[src/rtl/concat_n_requant_pkg.sv]
// concat_pkg: shared types, default widths and the output saturation helper
// for the concat_n_requant block.
//   state_t  : sequencing FSM encoding
//   *_DEF    : default parameter values for the top and the lane datapath
//   sat_u8() : clamp a signed intermediate result to an unsigned byte
package concat_pkg;

  typedef enum logic [1:0] {
    ST_IDLE  = 2'd0,
    ST_RUN   = 2'd1,
    ST_DRAIN = 2'd2,
    ST_DONE  = 2'd3
  } state_t;

  localparam int NUM_IN_DEF  = 2;
  localparam int LANES_DEF   = 8;
  localparam int PIX_W_DEF   = 20;
  localparam int GRP_W_DEF   = 10;
  localparam int SCALE_W_DEF = 16;
  localparam int SHIFT_DEF   = 15;

  function automatic logic [7:0] sat_u8(input logic signed [31:0] v);
    if (v < 0) return 8'd0;
    if (v > 32'sd255) return 8'd255;
    return v[7:0];
  endfunction

endpackage

[src/rtl/concat_n_requant_lane.sv]
// concat_requant_lane: one 8-bit requantisation lane, two registered stages.
//   s1: (x - zp_in) * scale            -> p_q
//   s2: round, arithmetic shift, + zp_out, saturate to [0,255] -> y_o
// Ports:
//   clk, rst       clock, async active-high reset
//   en_i           global pipeline enable (low = stall, both stages hold)
//   x_i, zp_in_i   input byte and its zero point
//   scale_i        unsigned fixed-point scale of the source input
//   zp_out_i       common output zero point
//   y_o            requantised byte, two enabled cycles after x_i
module concat_requant_lane
  import concat_pkg::*;
#(
  parameter int SCALE_W = SCALE_W_DEF,
  parameter int SHIFT   = SHIFT_DEF
) (
  input  logic               clk,
  input  logic               rst,
  input  logic               en_i,
  input  logic [7:0]         x_i,
  input  logic [7:0]         zp_in_i,
  input  logic [SCALE_W-1:0] scale_i,
  input  logic [7:0]         zp_out_i,
  output logic [7:0]         y_o
);

  localparam int P_W = 9 + SCALE_W + 1;
  localparam logic signed [31:0] RND = 32'sd1 <<< (SHIFT - 1);

  logic signed [8:0]     diff;
  logic signed [P_W-1:0] diff_ext, scale_ext, p_d, p_q;
  logic signed [31:0]    p_wide, r_wide, y_wide;
  logic [7:0]            y_d, y_q;

  always_comb begin
    diff      = $signed({1'b0, x_i}) - $signed({1'b0, zp_in_i});
    diff_ext  = {{(P_W-9){diff[8]}}, diff};
    scale_ext = {{(P_W-SCALE_W){1'b0}}, scale_i};
    p_d       = diff_ext * scale_ext;
  end

  // Round half up, then floor via arithmetic shift (negative values round toward -inf).
  always_comb begin
    p_wide = {{(32-P_W){p_q[P_W-1]}}, p_q};
    r_wide = (p_wide + RND) >>> SHIFT;
    y_wide = r_wide + $signed({24'd0, zp_out_i});
    y_d    = sat_u8(y_wide);
  end

  always_ff @(posedge clk or posedge rst) begin
    if (rst) begin
      p_q <= '0;
      y_q <= '0;
    end else if (en_i) begin
      p_q <= p_d;
      y_q <= y_d;
    end
  end

  assign y_o = y_q;

endmodule

[src/rtl/concat_n_requant.sv]
// concat_n_requant: channel-wise concatenation of NUM_IN activation streams
// with per-input requantisation into a common output quantisation.
// Per pixel, Group_Num[i] beats are taken from each input i in order
// (zero-group inputs skipped); each beat passes a 2-stage lane pipeline.
// Ports:
//   clk, rst                     clock, async active-high reset
//   Start                        pulse, latches all Cfg_* while idle
//   Cfg_*                        frame configuration (packed per input)
//   S_Data/S_Valid/S_Ready       per-input beat streams
//   M_Data/M_Valid/M_Ready       concatenated, requantised output stream
//   Last_Concat                  marks the final output beat of the frame
//   Busy, Done                   frame in progress / one-cycle completion pulse
//
// state    | meaning
// ST_IDLE  | waiting for Start
// ST_RUN   | accepting input beats in sel/grp/pix order
// ST_DRAIN | all inputs consumed, waiting for the Last beat to leave M
// ST_DONE  | Done pulse, back to idle next cycle
module concat_n_requant
  import concat_pkg::*;
#(
  parameter int NUM_IN  = NUM_IN_DEF,
  parameter int LANES   = LANES_DEF,
  parameter int PIX_W   = PIX_W_DEF,
  parameter int GRP_W   = GRP_W_DEF,
  parameter int SCALE_W = SCALE_W_DEF,
  parameter int SHIFT   = SHIFT_DEF
) (
  input  logic                        clk,
  input  logic                        rst,
  input  logic                        Start,
  input  logic [PIX_W-1:0]            Cfg_Pixel_Num,
  input  logic [NUM_IN*GRP_W-1:0]     Cfg_Group_Num,
  input  logic [NUM_IN*8-1:0]         Cfg_ZeroPoint_In,
  input  logic [NUM_IN*SCALE_W-1:0]   Cfg_Scale,
  input  logic [7:0]                  Cfg_ZeroPoint_Out,
  input  logic [NUM_IN*LANES*8-1:0]   S_Data,
  input  logic [NUM_IN-1:0]           S_Valid,
  output logic [NUM_IN-1:0]           S_Ready,
  output logic [LANES*8-1:0]          M_Data,
  output logic                        M_Valid,
  input  logic                        M_Ready,
  output logic                        Last_Concat,
  output logic                        Busy,
  output logic                        Done
);

  localparam int DATA_W = LANES * 8;
  localparam int SEL_W  = (NUM_IN > 1) ? $clog2(NUM_IN) : 1;

  state_t             state_q, state_d;
  logic [SEL_W-1:0]   sel_q, sel_d;
  logic [GRP_W-1:0]   grp_q, grp_d;
  logic [PIX_W-1:0]   pix_q, pix_d;

  logic [PIX_W-1:0]   pix_num_q;
  logic [GRP_W-1:0]   grp_num_q [NUM_IN];
  logic [7:0]         zp_in_q   [NUM_IN];
  logic [SCALE_W-1:0] scale_q   [NUM_IN];
  logic [7:0]         zp_out_q;

  logic v1_q, v2_q, l1_q, l2_q;
  logic run, pipe_en, accept, grp_last, pix_last, last_beat, load;
  logic nxt_found, start_found;
  logic [SEL_W-1:0]   nxt_sel, first_sel, start_sel;
  logic [DATA_W-1:0]  x_mux;
  logic [7:0]         zp_mux;
  logic [SCALE_W-1:0] scale_mux;

  // Descending scans so the lowest qualifying index wins.
  always_comb begin
    nxt_found   = 1'b0;
    nxt_sel     = '0;
    first_sel   = '0;
    start_found = 1'b0;
    start_sel   = '0;
    for (int i = NUM_IN - 1; i >= 0; i--) begin
      if (grp_num_q[i] != '0) first_sel = SEL_W'(i);
      if (grp_num_q[i] != '0 && SEL_W'(i) > sel_q) begin
        nxt_found = 1'b1;
        nxt_sel   = SEL_W'(i);
      end
      if (Cfg_Group_Num[i*GRP_W +: GRP_W] != '0) begin
        start_found = 1'b1;
        start_sel   = SEL_W'(i);
      end
    end
  end

  assign run       = (state_q == ST_RUN);
  assign pipe_en   = !(v2_q && !M_Ready);
  assign accept    = run && pipe_en && S_Valid[sel_q];
  assign grp_last  = (grp_q == grp_num_q[sel_q] - GRP_W'(1));
  assign pix_last  = (pix_q == pix_num_q - PIX_W'(1));
  assign last_beat = grp_last && !nxt_found && pix_last;
  assign load      = (state_q == ST_IDLE) && Start;

  always_comb begin
    S_Ready = '0;
    for (int i = 0; i < NUM_IN; i++) S_Ready[i] = run && pipe_en && (sel_q == SEL_W'(i));
  end

  assign x_mux     = S_Data[sel_q*DATA_W +: DATA_W];
  assign zp_mux    = zp_in_q[sel_q];
  assign scale_mux = scale_q[sel_q];

  always_comb begin
    state_d = state_q;
    sel_d   = sel_q;
    grp_d   = grp_q;
    pix_d   = pix_q;
    case (state_q)
      ST_IDLE: if (Start) begin
        sel_d   = start_sel;
        grp_d   = '0;
        pix_d   = '0;
        state_d = (Cfg_Pixel_Num == '0 || !start_found) ? ST_DONE : ST_RUN;
      end
      ST_RUN: if (accept) begin
        if (grp_last) begin
          grp_d = '0;
          if (nxt_found) begin
            sel_d = nxt_sel;
          end else begin
            sel_d = first_sel;
            pix_d = pix_q + PIX_W'(1);
            if (pix_last) state_d = ST_DRAIN;
          end
        end else begin
          grp_d = grp_q + GRP_W'(1);
        end
      end
      ST_DRAIN: if (v2_q && M_Ready && l2_q) state_d = ST_DONE;
      ST_DONE:  state_d = ST_IDLE;
      default:  state_d = ST_IDLE;
    endcase
  end

  always_ff @(posedge clk or posedge rst) begin
    if (rst) begin
      state_q <= ST_IDLE;
      sel_q   <= '0;
      grp_q   <= '0;
      pix_q   <= '0;
    end else begin
      state_q <= state_d;
      sel_q   <= sel_d;
      grp_q   <= grp_d;
      pix_q   <= pix_d;
    end
  end

  always_ff @(posedge clk or posedge rst) begin
    if (rst) begin
      pix_num_q <= '0;
      zp_out_q  <= '0;
      for (int i = 0; i < NUM_IN; i++) begin
        grp_num_q[i] <= '0;
        zp_in_q[i]   <= '0;
        scale_q[i]   <= '0;
      end
    end else if (load) begin
      pix_num_q <= Cfg_Pixel_Num;
      zp_out_q  <= Cfg_ZeroPoint_Out;
      for (int i = 0; i < NUM_IN; i++) begin
        grp_num_q[i] <= Cfg_Group_Num[i*GRP_W +: GRP_W];
        zp_in_q[i]   <= Cfg_ZeroPoint_In[i*8 +: 8];
        scale_q[i]   <= Cfg_Scale[i*SCALE_W +: SCALE_W];
      end
    end
  end

  // Valid/last ride alongside the lane datapath under the same global stall.
  always_ff @(posedge clk or posedge rst) begin
    if (rst) begin
      v1_q <= 1'b0;
      v2_q <= 1'b0;
      l1_q <= 1'b0;
      l2_q <= 1'b0;
    end else if (pipe_en) begin
      v1_q <= accept;
      l1_q <= accept && last_beat;
      v2_q <= v1_q;
      l2_q <= l1_q;
    end
  end

  for (genvar l = 0; l < LANES; l++) begin : g_lane
    concat_requant_lane #(
      .SCALE_W (SCALE_W),
      .SHIFT   (SHIFT)
    ) u_lane (
      .clk      (clk),
      .rst      (rst),
      .en_i     (pipe_en),
      .x_i      (x_mux[l*8 +: 8]),
      .zp_in_i  (zp_mux),
      .scale_i  (scale_mux),
      .zp_out_i (zp_out_q),
      .y_o      (M_Data[l*8 +: 8])
    );
  end

  assign M_Valid     = v2_q;
  assign Last_Concat = l2_q;
  assign Busy        = (state_q == ST_RUN) || (state_q == ST_DRAIN);
  assign Done        = (state_q == ST_DONE);

endmodule

[config.mk]
export PLATFORM = sky130hd
export DESIGN_NAME = concat_n_requant
export DESIGN_NICKNAME = d
export VERILOG_FILES = /design/src/rtl/concat_n_requant_pkg.sv /design/src/rtl/concat_n_requant_lane.sv /design/src/rtl/concat_n_requant.sv
export SDC_FILE = /design/constraint.sdc
export NUM_CORES = 2
export LEC_CHECK = 0
export CORE_UTILIZATION = 57
export DETAILED_ROUTE_END_ITERATION = 8
export MAX_ROUTING_LAYER = met4
export PLACE_DENSITY = 0.76
export SLEW_MARGIN = 10
export SYNTH_ARGS = -nofsm -noshare
export SYNTH_HDL_FRONTEND = slang
export SYNTH_SLANG_ARGS = --single-unit
[constraint.sdc]
create_clock -name clk -period 9.5 [get_ports clk]
set_input_delay 1.9 -clock clk [delete_from_list [all_inputs] [get_ports clk]]
set_output_delay 1.9 -clock clk [all_outputs]
set_load 0.05 [all_outputs]
# --- After elaboration in Yosys (flattened, before gate mapping) ---
# Index checks and enable logic that the tools add are counted.
classes:
  n_eq_ne: 11
  magnitude_cmp: 20
  n_addsub: 28
  bitwise_logic: 2
  reduce_logical: 30
  mux: 97
  multipliers: 8
  n_shift: 1
ops:
  columns: ["operator", "count"]
  rows:
  - ["$mux 8", 35]
  - ["$gt 32x9->1 const B", 8]
  - ["$lt 32x1->1 const B", 8]
  - ["$add 26x16->27 const B", 8]
  - ["$mul 9x17->26", 8]
  - ["$shiftx 128x8->64", 1]
  - ["$add 12x9->13", 8]
  - ["$mux 20", 4]
  - ["$sub 8x8->9", 8]
  - ["$mux 10", 6]
  - ["$mux 16", 3]
  - ["$pmux 20 s2", 1]
  - ["$reduce_bool 10->1", 4]
  - ["$mux 1", 38]
  - ["$add 20x1->20 const B", 1]
  - ["$eq 20x20->1", 1]
  - ["$logic_not 20->1", 1]
  - ["$pmux 10 s2", 1]
  - ["$sub 20x1->20 const B", 1]
  - ["$mux 2", 7]
  - ["$logic_and 1x1->1", 13]
  - ["$add 10x1->10 const B", 1]
  - ["$eq 10x10->1", 1]
  - ["$sub 10x1->10 const B", 1]
  - ["other kinds (19)", 29]
totals:
  regBits: 405
  elab_cells: 229
  out_inout_bits: 70
  in_bits: 230

# --- Depth between registers and ports, before layout ---
depth:
  ltp_word: 9
  mapped_depth: 38
  mapped_depth_nobuf: 31

# --- Cells and area by module ---
# Synthesis repeated with hierarchy kept, for this count alone.
unflattened:
  hier_cells: 6237
  area_unflattened_um2: 58827.7
modules_own_cells:
  columns: ["module", "seq_area_each_um2", "n_inst", "cells_each", "area_each_um2"]
  rows:
  - ["concat_requant_lane at g_lane[0].u_lane ...", 500.5, 3, 676, 6241.0]
  - ["concat_n_requant", 3328.2, 1, 738, 8072.7]
  - ["concat_requant_lane at g_lane[5].u_lane", 500.5, 1, 746, 6785.3]
  - ["concat_requant_lane at g_lane[7].u_lane", 500.5, 1, 725, 6601.3]
  - ["concat_requant_lane at g_lane[6].u_lane", 500.5, 1, 678, 6243.5]
  - ["concat_requant_lane at g_lane[4].u_lane", 500.5, 1, 673, 6242.2]
  - ["concat_requant_lane at g_lane[3].u_lane", 500.5, 1, 649, 6159.7]

# --- Worst setup path after synthesis ---
# OpenSTA, ideal clock, no wires.
synth_path:
  path_kind: "register -> register"
  startpoint: "register sel_q"
  endpoint: "register g_lane[2].u_lane.p_q[25]"
  stages_incl_launch_ff: 35
  setup_slack_ps: 178
  arrival_time_ps: 9226
  setup_time_ps: 95
  path_buffers: 6
  t_required_ps: 9405
  period_less_slack_ps: 9322
  path_cell_list: "dfrtp_1 > buf_2 > buf_2 > buf_1 > buf_1 > clkbuf_1 > buf_1 > mux2i_1 > ha_1 > nor2b_1 > o21ai_0 > nand2b_1 > a21o_1 > a21o_1 > a21o_1 > a21oi_1 > xor2_1 > nand2b_1 > fa_1 > fa_1 > inv_1 > fa_1 > fa_1 > inv_1 > fa_1 > inv_1 > ha_1 > or3_1 > a311oi_1 > o41ai_1 > a21oi_1 > a21oi_1 > a41o_1 > o21a_1 > o31ai_1"
synth_via:
  elab_chain_len: 6
  word_cells_on_any_way: 10
  cone_classes: "1 x add/sub; 1 x mul; 1 x shift; 6 x mux; 1 x bitwise"
synth_lines:
  columns: ["item", "line_no", "rtl"]
  rows:
  - ["start, declared", "concat_n_requant.sv:52", "logic [SEL_W-1:0] sel_q, sel_d;"]
  - ["start signal, assigned", "concat_n_requant.sv:147", "sel_q <= sel_d;"]
  - ["parallel branches: the longest is 5 deep, another holds $sub 8x8->9", null, null]
  - ["$mul 9x17->26 (*)", "concat_n_requant_lane.sv:39", "p_d = diff_ext * scale_ext;"]
  - ["end signal, assigned", "concat_n_requant_lane.sv:55", "p_q <= p_d;"]
  - ["end, declared", "concat_n_requant_lane.sv:31", "logic signed [P_W-1:0] diff_ext, scale_ext, p_d, p_q;"]
# Mark *: on every way between the ends. The select of a mux whose other input is x is not followed.
# A chain may end at the register's enable or synchronous reset.

# --- Worst setup path after layout ---
layout_path:
  startpoint: "input S_Data[113]"
  endpoint: "register g_lane[6].u_lane.p_q[24]"
layout_via:
  elab_chain_len: 3
layout_lines:
  columns: ["item", "line_no", "rtl"]
  rows:
  - ["start, declared", "concat_n_requant.sv:37", "input logic [NUM_IN*LANES*8-1:0] S_Data,"]
  - ["$shiftx 128x8->64", "concat_n_requant.sv:103", "assign x_mux = S_Data[sel_q*DATA_W +: DATA_W];"]
  - ["$sub 8x8->9", "concat_n_requant_lane.sv:36", "diff = $signed({1'b0, x_i}) - $signed({1'b0, zp_in_i});"]
  - ["$mul 9x17->26", "concat_n_requant_lane.sv:39", null]
  - ["end signal, assigned", "concat_n_requant_lane.sv:55", null]
  - ["end, declared", "concat_n_requant_lane.sv:31", null]
# Every way passes these cells.

==> metrics.txt <==
drt first pass iters=6; share of cells above drive strength 1=7.26%; top sig layer=met4; critical path peak fanout=15; Seq cells post-synth=a little under 300; vias in the first global route=45,625; synth-to-layout area growth=11.6%; sequential-to-total area share from yosys stat=13.5%; Final Skew=33.9 ps; max_slew headroom=21.4%; Required @ worst endpoint=between 9000 and 10,000 ps; storage element area=between 7000 and 8000 um^2; vias per cell=5.80; YS warnings=0; Starting Density=just under 60%; I/O Pins=300; Routed WL=approximately 140,000 um; area leader, netlist=fa_1; CTS Buf Count=38; clock tree buffer depth=3; cts repair resizes=0; CP arrival=roughly 9500 ps; total track usage=30.9%; CTS H-Tree Depth=2; GPL Wtd Cong=roughly 0.94; slowest CP cell=fa_1; Port Buf Inserts=roughly 300; Cell Count, Final, Fillers Out=7,407; top-area cell type share of the netlist area=29.5%; fill cell count=approximately 7,600; Slew @ Worst Pin=1170 ps; Setup violations, final=0; Post-CTS Setup Bufs=0; DIE HEIGHT=310 um; initial antenna violation count=0; DR DRC count=0; Row Count=approximately 110; RSZ-0062 raised after global routing=false; min cycle time layout=9110 ps; DR iter-0 viols=2,571; Fmax=0.110 GHz; max incr delay on CP=540 ps; ys async rst share=100%; number of flops mapped to enable cells by yosys=0; top post-synthesis cells by area=fa_1 (30%), ha_1 (15%), dfrtp_1 (14%), nor2_1 (5.9%), inv_1 (5.0%); CTS tree=yes; Vias=42,980; maxcap violations=0; clk sinks=293; Most used DFF post-synth=dfrtp_1; wire per inst=approximately 19 um; total grt overflow=0; Crit. End Element=flip-flop; Most Frequent Cell on Critical Path=fa_1; largest net degree at the start of global routing=150; met3 routed WL=roughly 8000 um; M1 wire length=54,300 um; hold_buf cts=0; Root Driver=clkbuf_16; final hold vios=0; # placed instances=7,338; worst skew pair latency=~600 ps; Routed Antenna Nets=0; Cells after Synth=5,899; Mapped Nets=7,592; status=complete, no violations; type of origin of the critical path=input pin; Die ar.=96,300 um^2; Core Area=~94,000 um^2; Tcrit/Tclk final=between 90 and 100%; Slew Limit Fails=0; Antenna diodes=0; Die W=310 um; Avg Cell Area, Syn=around 9 um^2; Post-synth top cells=nor2_1 (859), fa_1 (800), inv_1 (718); Total Nets Final=a little under 8,000; post-synth cell types=87; area of the multi-input gates=43,400 um^2; first-pass GRT wire length=228,000 um; Post-DP HPWL=113,000 um; WL met2=73,400 um; most common cell in the synthesized netlist=nor2_1; area of the mapped netlist=54,200 um^2; CTS clk-pin slew, worst paths=60 ps; crit path kind=in -> reg; HP Class=reg -> reg
[flip-flops by register name, summed over array words and instances, names as in the netlist]
| register | flops |
|---|---|
| zp_out_q | 8 |
| g_lane.u_lane.y_o | 64 |
| g_lane.u_lane.p_q | 96 |
| pix_num_q | 20 |
| grp_q | 10 |
| scale_q | 32 |
| sel_q | 1 |
| grp_num_q | 20 |
| v1_q | 1 |
| Last_Concat | 1 |
| zp_in_q | 16 |
| state_q | 2 |
| pix_q | 20 |
| l1_q | 1 |
| M_Valid | 1 |
[critical path, delay by kind of cell]
family | cells | cell delay [ps]
AO/OA/AOI/OAI | 10 | 2470
XOR/XNOR | 2 | 400
adder cells (fa/ha/maj) | 7 | 3050
buffers and inverters | 4 | 910
multiplexers | 1 | 200
AND/OR/NAND/NOR | 5 | 590
[cells in the final DEF (no fill, tap or decap), types with 9 or more instances in the layout]
cell and instances:
nand2_1 324, nor2_1 859, o221a_2 16, o31ai_1 14, inv_1 717, a31oi_1 18, nor4_1 23, and3_1 41
o21ai_0 152, mux2_2 168, o21bai_1 13, and2_1 16, clkbuf_16 38, or3_1 31, nand4_1 26, a21o_1 83
a21boi_0 18, clkdlybuf4s50_1 299, buf_4 143, a21oi_1 183, nand2b_1 362, nor2b_1 40, fa_1 800, o2111ai_1 9
a211oi_1 27, o211ai_1 12, o21a_1 30, a221o_1 41, xor2_1 87, dfrtp_1 292, xnor2_1 203, nor3_1 77
mux2i_4 14, ha_1 663, mux2i_1 42, nand3_1 97
[kinds of logic (layout without fill, tap and decap cells)]
logic type | count (synthesis) | in the layout | share of synthesized area [%]
and+or+nand+nor | 1957 | 1957 | 17.0
adders and majority gates | 1467 | 1467 | 44.9
buffers and inverters | 979 | 1233 | 6.82
AOI/OAI and AO/OA | 687 | 687 | 8.47
DFF | 293 | 293 | 13.5
xor gates and xnor gates | 290 | 290 | 4.69
muxes | 226 | 226 | 4.56
[through the flow]
step	setup slack [ps]	utilization, %	cell area (um^2)	hold WS, ps	setup TNS, ps
after floorplan	178	-	54200	435	0
after global placement	-59.1	63.1	59100	464	-59.1
after detailed placement	-136	63.1	59100	465	-442
after CTS	481	64.5	60500	487	0
after global routing	25.3	64.5	60500	510	0
final	386	64.5	60500	488	0
[cell type report]
cell class | count | share of cell area (%)
Sequential cell | 293 | 12.1
Clock inverter | 20 | 0.521
Tap cell | 1254 | 2.59
Inverter | 719 | 4.47
Clock buffer | 49 | 1.76
Timing Repair Buffer | 445 | 6.82
Multi-Input combinational cell | 4627 | 71.7
[final timing paths]
path	startpoint	endpoint	slack, ps	cells after the start
max in group asynchronous	rst	scale_q[19]$_DFFE_PP0P_	6310	4
min reg2reg	v1_q$_DFFE_PP0N_	v1_q$_DFFE_PP0N_	490	2
min	v1_q$_DFFE_PP0N_	v1_q$_DFFE_PP0N_	490	2
max reg2reg	sel_q$_DFFE_PP0P_	g_lane[6].u_lane.p_q[24]$_DFFE_PP0N_	800	29
min in group asynchronous	rst	pix_num_q[15]$_DFFE_PP0P_	1820	3
max	S_Data[113]	g_lane[6].u_lane.p_q[24]$_DFFE_PP0N_	390	29
[metal layers]
metal / GRT usage (%) / up-vias
met5: - / -
met4: 11.8 / 0
li1: - / 19645
met2: 54.7 / 1234
met3: 4.41 / 342
met1: 35.2 / 21759
Power is left out: the tool's default activity adds up to more than one toggle a clock period on the data nets, which glitch-free logic cannot reach.
